===== src/rtl/mem_port_arbiter.sv =====
// Arbiter sharing one single-port memory between instruction fetch and data access.
// One access is in flight at a time; the requester's ack pulses the cycle after mem_ack.
module mem_port_arbiter #(
  parameter int ADDR_WIDTH   = 32,
  parameter int DATA_WIDTH   = 32,
  parameter int STARVE_LIMIT = 4
) (
  input  logic                  clk,
  input  logic                  rst,
  input  logic                  if_req,
  input  logic [ADDR_WIDTH-1:0] if_addr,
  output logic [DATA_WIDTH-1:0] if_rdata,
  output logic                  if_ack,
  input  logic                  dm_ren,
  input  logic                  dm_wen,
  input  logic [ADDR_WIDTH-1:0] dm_addr,
  input  logic [DATA_WIDTH-1:0] dm_wdata,
  output logic [DATA_WIDTH-1:0] dm_rdata,
  output logic                  dm_ack,
  output logic                  mem_cs,
  output logic                  mem_we,
  output logic [ADDR_WIDTH-1:0] mem_addr,
  output logic [DATA_WIDTH-1:0] mem_dout,
  input  logic [DATA_WIDTH-1:0] mem_din,
  input  logic                  mem_ack,
  output logic                  if_stall,
  output logic                  mem_stall
);

  localparam int CW = $clog2(STARVE_LIMIT + 1);

  typedef enum logic [1:0] {IDLE, INST, DATA} state_t;

  state_t        state;
  logic [CW-1:0] starve_cnt;
  logic          dm_pend;
  logic          data_win;

  assign dm_pend  = dm_ren | dm_wen;
  // Data normally wins; after STARVE_LIMIT back-to-back data grants a waiting fetch goes first.
  assign data_win = dm_pend && ((starve_cnt < CW'(STARVE_LIMIT)) || !if_req);

  assign if_stall  = if_req & ~if_ack;
  assign mem_stall = dm_pend & ~dm_ack;

  always_ff @(posedge clk) begin
    if (rst) begin
      state      <= IDLE;
      starve_cnt <= '0;
      mem_cs     <= 1'b0;
      mem_we     <= 1'b0;
      mem_addr   <= '0;
      mem_dout   <= '0;
      if_ack     <= 1'b0;
      dm_ack     <= 1'b0;
      if_rdata   <= '0;
      dm_rdata   <= '0;
    end else begin
      if_ack <= 1'b0;
      dm_ack <= 1'b0;
      case (state)
        IDLE: begin
          if (data_win) begin
            state    <= DATA;
            mem_cs   <= 1'b1;
            mem_we   <= dm_wen;
            mem_addr <= dm_addr;
            mem_dout <= dm_wdata;
            if (!if_req)
              starve_cnt <= '0;
            else if (starve_cnt != CW'(STARVE_LIMIT))
              starve_cnt <= starve_cnt + CW'(1);
          end else if (if_req) begin
            state      <= INST;
            mem_cs     <= 1'b1;
            mem_we     <= 1'b0;
            mem_addr   <= if_addr;
            starve_cnt <= '0;
          end else begin
            starve_cnt <= '0;
          end
        end
        INST: begin
          if (mem_ack) begin
            state    <= IDLE;
            mem_cs   <= 1'b0;
            if_ack   <= 1'b1;
            if_rdata <= mem_din;
          end
        end
        DATA: begin
          if (mem_ack) begin
            state  <= IDLE;
            mem_cs <= 1'b0;
            dm_ack <= 1'b1;
            // Stores (including simultaneous ren+wen) leave the load data register alone.
            if (!mem_we) dm_rdata <= mem_din;
          end
        end
        default: begin
          state  <= IDLE;
          mem_cs <= 1'b0;
        end
      endcase
    end
  end

endmodule


===== config.mk =====
export PLATFORM = sky130hd
export DESIGN_NAME = mem_port_arbiter
export DESIGN_NICKNAME = d
export VERILOG_FILES = /design/src/rtl/mem_port_arbiter.sv
export SDC_FILE = /design/constraint.sdc
export NUM_CORES = 1
export LEC_CHECK = 0
export ABC_AREA = 1
export CORE_MARGIN = 4
export CORE_UTILIZATION = 37
export DETAILED_ROUTE_END_ITERATION = 8
export GPL_TIMING_DRIVEN = 0
export PLACE_DENSITY = 0.77
export SYNTH_ARGS = -nofsm -noshare
export SYNTH_HDL_FRONTEND = slang
export SYNTH_SLANG_ARGS = --single-unit

===== constraint.sdc =====
create_clock -name clk -period 1.4 [get_ports clk]
set_input_delay 0.28 -clock clk [delete_from_list [all_inputs] [get_ports clk]]
set_output_delay 0.28 -clock clk [all_outputs]
set_load 0.03 [all_outputs]

After elaboration in Yosys (flattened, before gate mapping) --
Cells that the tools add are included.
Storage, ports and cells: input bits 134, output and inout bits 134, register bits 137
Operators by class: bitwise gates (word level) 8, magnitude comparators 1, equal/unequal tests 6, reduce and logical (&&, ||, !) cells 14, multiplexer cells 16, $add $sub $neg 1
Operators with widths (count):
- $mux W32 | 2
- $reduce_and A2 Y1 | 5
- $mux W3 | 3
- $mux W1 | 6
- $mux W2 | 3
- $ne A3 B3 Y1 const B | 2
- $reduce_or A2 Y1 | 3
- $not A1 Y1 | 5
- $pmux W2 S2 | 1
- $add A3 B1 Y3 const B | 1
- $lt A3 B3 Y1 const B | 1
- $ne A3 B2 Y1 const B | 1
- $reduce_and A3 Y1 | 1
- $and A1 B1 Y1 | 2
- $eq A2 B1 Y1 const B | 1
- $eq A2 B2 Y1 const B | 1
- $logic_not A2 Y1 | 1
- $ne A2 B1 Y1 const B | 1
- $pmux W1 S2 | 1
- $reduce_bool A2 Y1 | 1
- $logic_and A1 B1 Y1 | 1
- $logic_not A1 Y1 | 1
- $logic_or A1 B1 Y1 | 1
- $or A1 B1 Y1 | 1

Depth between registers and ports, before layout --
Gate-level depths: netlist of run 1.
word-level depth 5, depth in mapped cells 10

Worst setup path before layout of run 1 --
No wires, ideal clock.
kind register to register, start register state[0], end register mem_addr[0], buffers on the path 3, required time 1.286 ns, data arrival time 1.239 ns, slack 0.047 ns, cell stages (with the launch flop) 10, setup time 0.114 ns, path through dfxtp_1 > inv_1 > ha_1 > buf_2 > nand2_2 > inv_2 > buf_6 > buf_8 > o21ai_1 > nor2_1
Between the ends: longest elaborated chain between the ends 2
Ends and longest elaborated chain:
- start: declaration | RTL line 34 | state_t state;
- start signal: assignment | RTL line 48 | state <= IDLE;
- start signal: assignment | RTL line 64 | state <= DATA;
- start signal: assignment | RTL line 74 | state <= INST;
- $logic_not A2 Y1 | RTL line 61 | case (state)
- $reduce_and A2 Y1 (no source line)
- end signal: assignment | RTL line 67 | mem_addr <= dm_addr;
- end signal: assignment | RTL line 77 | mem_addr <= if_addr;
- end: declaration | RTL line 22 | output logic [ADDR_WIDTH-1:0] mem_addr,
Every way passes these cells. A chain may end at the register's enable or synchronous reset.

Final worst setup path of run 1 --
start register state[0], end register mem_addr[9]
The elaborated chain is that of the path after synthesis.

==> impl_metrics.toml, run 1 <==
[outcome]
outcome = "completed"

[drt]
finalWirelength_mm = 19.3
ant_nets = 0
route.detailed.wl_per_inst_um = 15.3
routed_via_density = 4.67
drc = 0
drt-initial-drc-count = 244
firstDrtPassIters = 5
route.vias.total = 5879

[power]
p_int_w = 0.00805
clock_power_share = 0.348
power.density_cell_area_mw_per_mm2 = 1210
power.share.switching = 0.312
comb_power_share = 0.274
power.switching_w = 0.00365
share_seq_of_total_power = 0.378
peak_vdd_ir_mv = 0.841
total_leakage_power_nw = 4.12

[worst_setup_path]
timing.critical_path.mode_cell = "inv_4"
critPathRequiredTime_ns = 1.70
worst-setup-path-type = "flip-flop to flip-flop"
timing.critical_path.to_type = "flip-flop"
crit_chain = "inv_4 -> ha_4 -> nand2_4 -> inv_4 -> buf_6 -> buf_12 -> buf_16 -> o21ai_2 -> nor2_2"
critPathMaxStageDelay_ns = 0.36
crit_path_top_delay_cell = "dfxtp_2"
path_max_fanout = 7
timing.critical_path.arrival_ns = 1.69
startpoint_type_of_the_worst_setup_path = "flip-flop"

[timing]
fin_worst_skew_ns = 0.0131
slew_headroom = 0.645
slew_violations = 0
max_slew.worst_pin.slew_ns = 0.533
finalSetupTns_ns = 0
finalWorstPathRequiredPeriod_ns = 1.38
report.final.hold_viol_count = 0
clock.fmax_mhz = 722
finalCritPeriodShare = 0.989
finalSetupViolCount = 0
rsz_0062_raised_after_global_routing = "yes"

[finish]
final_area_mm2 = 0.00964
fin_util = 0.661
layout.nets = 1202
area_growth_syn_to_layout_pct = 74.7
number_of_antenna_diodes = 0
multiInputGateArea_mm2 = 0.00249
seq_area_mm2 = 0.00275
fillCellCount = 1239
layout-drive-gt1-share = 0.286

[synthesis]
ys_warn_count = 0
synthDistinctLibCells = 21
most_frequently_used_flop_master_after_synthesis = "dfxtp_1"
synthCells = 757
synth.cells.most_frequent = "nor2_1, dfxtp_1, o21ai_0"
ys_async_sr_fraction = 0
post_synth_main_area_contributors = "dfxtp_1, nor2_1, o21ai_0"
synth_largest_type_area_fraction = 0.497
synth_area_mm2 = 0.00552
yosysTopAreaCell = "dfxtp_1"
synthMostInstantiatedCell = "nor2_1"
synth-edff-count = 0
synth-seq-cells = 137
synthesis.nets = 896
synth.yosys.seq_area_share = 0.497
synthesis.area_per_instance_um2 = 7.29

[grt]
grt-ovfl-total = 0
grt_first_pass_wirelength_mm = 28.5
grt_max_degree = 17
grt_use_total = 0.217
via_count_of_the_first_global_routing_pass = 5497
grt_antenna_before_repair = 0

[die]
floorplan.core_area_mm2 = 0.0146
ioPinCount = 268
die_height_um = 130
die_area_mm2 = 0.0169
floorplan.rows = 44
die_width_um = 130
floorplan.initialDensity = 0.378

[run]
cap_violations = 0

[clock_network]
worst_setup_hold_path_clk_slew_ns = 0.06
clk_sink_count = 137
clk_latency_ns = 0.42
cts_root_buf = "clkbuf_16"
h-tree-depth = 4
tritoncts_clock_tree = "done"
clock_path_buffers = 2
cts_buffers = 17

[placement]
gp_congestion = 0.826
post_dp_cell_area_mm2 = 0.00841
io_buffers = 266
place_hpwl_mm = 13.4

[min_path]
min-delay-path-class = "primary input to flip-flop"
[worst max-delay path, delay by kind of cell (launching register included)]
kind | cells | cell delay, ns
simple gates | 2 | 0.13
buf+inv | 5 | 0.47
compound gates | 1 | 0.14
fa+ha+maj | 1 | 0.17
flops | 1 | 0.36
[cell type report]
type                            count  share of cell area
Buffer                             47              0.0464
Clock buffer                       23              0.0486
Clock inverter                      9             0.00701
Inverter                           46              0.0190
Multi-Input combinational cell    526               0.259
Sequential cell                   137               0.285
Tap cell                          184              0.0239
Timing Repair Buffer              288               0.312
[cell usage in the layout, fill, tap and decap left out, types with 14 or more instances in the layout]
cell type        Yosys  routed
buf_2               11      23
buf_4                5      14
buf_6                9      21
clkbuf_1            19      15
clkbuf_16            0      19
clkdlybuf4s15_2      0     113
clkdlybuf4s50_1      0     129
dfxtp_1            137     135
inv_1               41      37
nand2_1             61      51
nand2_2             21      26
nor2_1             295     271
nor2_2               0      20
o21ai_0            103      64
o21ai_1             26      49
o21ai_2              0      16
[timing repair]
item | in CTS | in global routing
setup endpoints to repair | 258 | 146
setup buffers | 11 | 4
pin swaps | 4 | 29
hold buffers | 0 | 0
gates cloned | 4 | 3
gates resized for setup | 478 | 155
[state kept, by name, indices dropped and copies added (netlist names)]
signal	cells
state	2
if_ack	1
mem_we	1
mem_cs	1
mem_dout	32
starve_cnt	3
if_rdata	32
dm_rdata	32
dm_ack	1
mem_addr	32
[layer usage]
metal | GRT usage | vias up | part of all wire
li1 | - | 2976 | -
met2 | 0.349 | 210 | 0.49
met3 | 0.0753 | 49 | 0.083
met5 | 0 | - | 0
met1 | 0.258 | 2644 | 0.40
met4 | 0.112 | 0 | 0.032
[worst paths after layout]
check | cells past startpoint | slack, ns | from | to
setup / recovery | 9 | 0.02 | state[0] | mem_addr[9]
hold reg to reg | 2 | 0.47 | mem_cs | mem_cs
setup reg to reg | 9 | 0.02 | state[0] | mem_addr[9]
hold / removal | 2 | 0.17 | rst | if_ack
[power groups by stage]
| stage | clock [W] | combinational, W | sequential, W |
|---|---|---|---|
| final | 0.00407 | 0.00320 | 0.00442 |
| after global routing | 0.00436 | 0.00345 | 0.00446 |
| after CTS | 0.00416 | 0.00303 | 0.00441 |
| after detailed placement | 0 | 0.00284 | 0.00447 |
| after global placement | 0 | 0.00283 | 0.00446 |
| after floorplan | 0 | 0.000883 | 0.00512 |
[logic make-up after synthesis]
| family | share of synthesized area |
|---|---|
| AOI/OAI and AO/OA | 0.123 |
| adders and majority gates | 0.0113 |
| buffers and inverters | 0.0903 |
| DFF | 0.497 |
| and+or+nand+nor | 0.278 |
[per-stage QoR]
| stage | power [W] | setup WS (ns) | hold slack (ns) | instances |
|---|---|---|---|---|
| floorplan | 0.00600 | 0.0473 | 0.415 | 757 |
| CTS | 0.0116 | -0.0276 | 0.151 | 1254 |
| global route | 0.0123 | -0.0558 | 0.177 | 1260 |
| detailed placement | 0.00732 | -0.706 | 0.472 | 1207 |
| finish | 0.0117 | 0.0157 | 0.173 | 1260 |
| global placement | 0.00729 | -0.678 | 0.451 | 1207 |
No activity file was read; power rests on OpenSTA's default activity.
==> run 2: changes to the inputs <==
CAP_MARGIN = 10   (was unset)
CORE_UTILIZATION = 35   (was 37)
CTS_CLUSTER_DIAMETER = 80   (was unset)
PLACE_DENSITY = 0.74   (was 0.77)
==> impl_metrics.toml, run 2 (same netlist as run 1, synthesis figures left out) <==
[timing]
max_slew.worst_pin.slew_ns = 0.679
rsz_0062_raised_after_global_routing = "yes"
finalSetupViolCount = 2
finalWorstPathRequiredPeriod_ns = 1.40
report.final.hold_viol_count = 0
setup_ws_post_layout_ns = -0.00466
slew_headroom = 0.547
finalCritPeriodShare = 1.00
fin_worst_skew_ns = 0.00799
finalSetupTns_ns = -0.00492
slew_violations = 0
clock.fmax_mhz = 712

[worst_setup_path]
path_max_fanout = 10
timing.critical_path.to_type = "flip-flop"
critPathRequiredTime_ns = 1.71
timing.critical_path.arrival_ns = 1.71
startpoint_type_of_the_worst_setup_path = "flip-flop"
worst-setup-path-type = "flip-flop to flip-flop"

[drt]
ant_nets = 0
route.detailed.wl_per_inst_um = 15.0
route.vias.total = 5886
finalWirelength_mm = 19.2
drt-initial-drc-count = 208
firstDrtPassIters = 6
routed_via_density = 4.59
drc = 0

[grt]
grt_antenna_before_repair = 0
grt_max_degree = 17
via_count_of_the_first_global_routing_pass = 5546
grt-ovfl-total = 0
grt_first_pass_wirelength_mm = 29.0
grt_use_total = 0.203

[finish]
multiInputGateArea_mm2 = 0.00250
number_of_antenna_diodes = 0
fillCellCount = 1344
post_layout_nonfiller_instances = 1283
layout.nets = 1198
layout.cells.most_common = "nor2_1"
fin_util = 0.631
final_area_mm2 = 0.00967
layout-drive-gt1-share = 0.293
seq_area_mm2 = 0.00275
final_cell_mix = "nor2_1, dfxtp_1, clkdlybuf4s50_1, clkdlybuf4s15_2, o21ai_0"
area_growth_syn_to_layout_pct = 75.3

[placement]
dp_cells = 1234
place_hpwl_mm = 13.6
io_buffers = 266
pre_cts_ws_ns = -0.712
post_dp_cell_area_mm2 = 0.00844
gp_congestion = 0.861

[clock_network]
tritoncts_clock_tree = "done"
clk_latency_ns = 0.42
clock_path_buffers = 2
cts_buffers = 17
h-tree-depth = 4
clk_sink_count = 137
cts_root_buf = "clkbuf_16"
worst_setup_hold_path_clk_slew_ns = 0.06
postCtsHoldBufs = 0

[die]
die_width_um = 134
ioPinCount = 268
floorplan.initialDensity = 0.360
die_area_mm2 = 0.0178
floorplan.rows = 45
die_height_um = 134
floorplan.core_area_mm2 = 0.0153

[outcome]
outcome = "finished with violations"
violations = "negative setup slack"

[power]
power.density_cell_area_mw_per_mm2 = 1260
total_leakage_power_nw = 4.13
peak_vdd_ir_mv = 0.784

[min_path]
min-delay-path-class = "primary input to flip-flop"

[run]
cap_violations = 0
-- run 2: what timing repair did --
item	in CTS	in global routing
cloned	2	5
endpoints found under the setup margin	262	132
setup buffers	8	5
resized for setup	460	164
pin swaps	5	32
-- run 2: final cells by class --
class | instances | share of cell area
inverters | 46 | 0.0189
clock inverters | 12 | 0.0142
flip-flops and latches | 137 | 0.284
well taps | 211 | 0.0273
clock buffers | 20 | 0.0483
plain buffers | 46 | 0.0452
repair buffers | 285 | 0.304
multi-input cells | 526 | 0.258
-- run 2: through the flow --
stage	hold WS, ns	total power (W)
after floorplan	0.415	0.00600
after global placement	0.452	0.00729
after detailed placement	0.463	0.00733
after CTS	0.162	0.0120
after global routing	0.173	0.0127
final	0.178	0.0121
-- run 2: path summary, 6_finish.rpt --
path | start | end | slack [ns] | depth (start not counted)
hold reg to reg | mem_cs | mem_cs | 0.46 | 2
setup reg to reg | state[1] | dm_rdata[26] | -0.005 | 8
setup / recovery | state[1] | dm_rdata[26] | -0.005 | 8
hold / removal | rst | starve_cnt[1] | 0.18 | 2
-- run 2: power by group --
group	leakage, nW	total (W)	switching, W	internal, W
Clock	0.293	0.00457	0.00178	0.00278
Combinational	2.71	0.00315	0.00174	0.00140
Sequential	1.13	0.00443	0.000187	0.00424
Total	4.13	0.0121	0.00371	0.00843
-- run 2: layer usage --
layer,GRT usage,vias to the layer above,routed length (um)
met5,0,-,0
met4,0.0714,0,445
met3,0.0736,34,1490
met2,0.343,196,9460
met1,0.238,2674,7830
li1,-,2982,-
-- run 2: critical path, cell delays in order, from the launching register on --
cell and delay (ns):
dfxtp_2 0.34, buf_4 0.11, ha_1 0.15, nand2_2 0.08
nor2_4 0.21, inv_4 0.09, buf_8 0.16, nor2_1 0.10
nor2_1 0.05
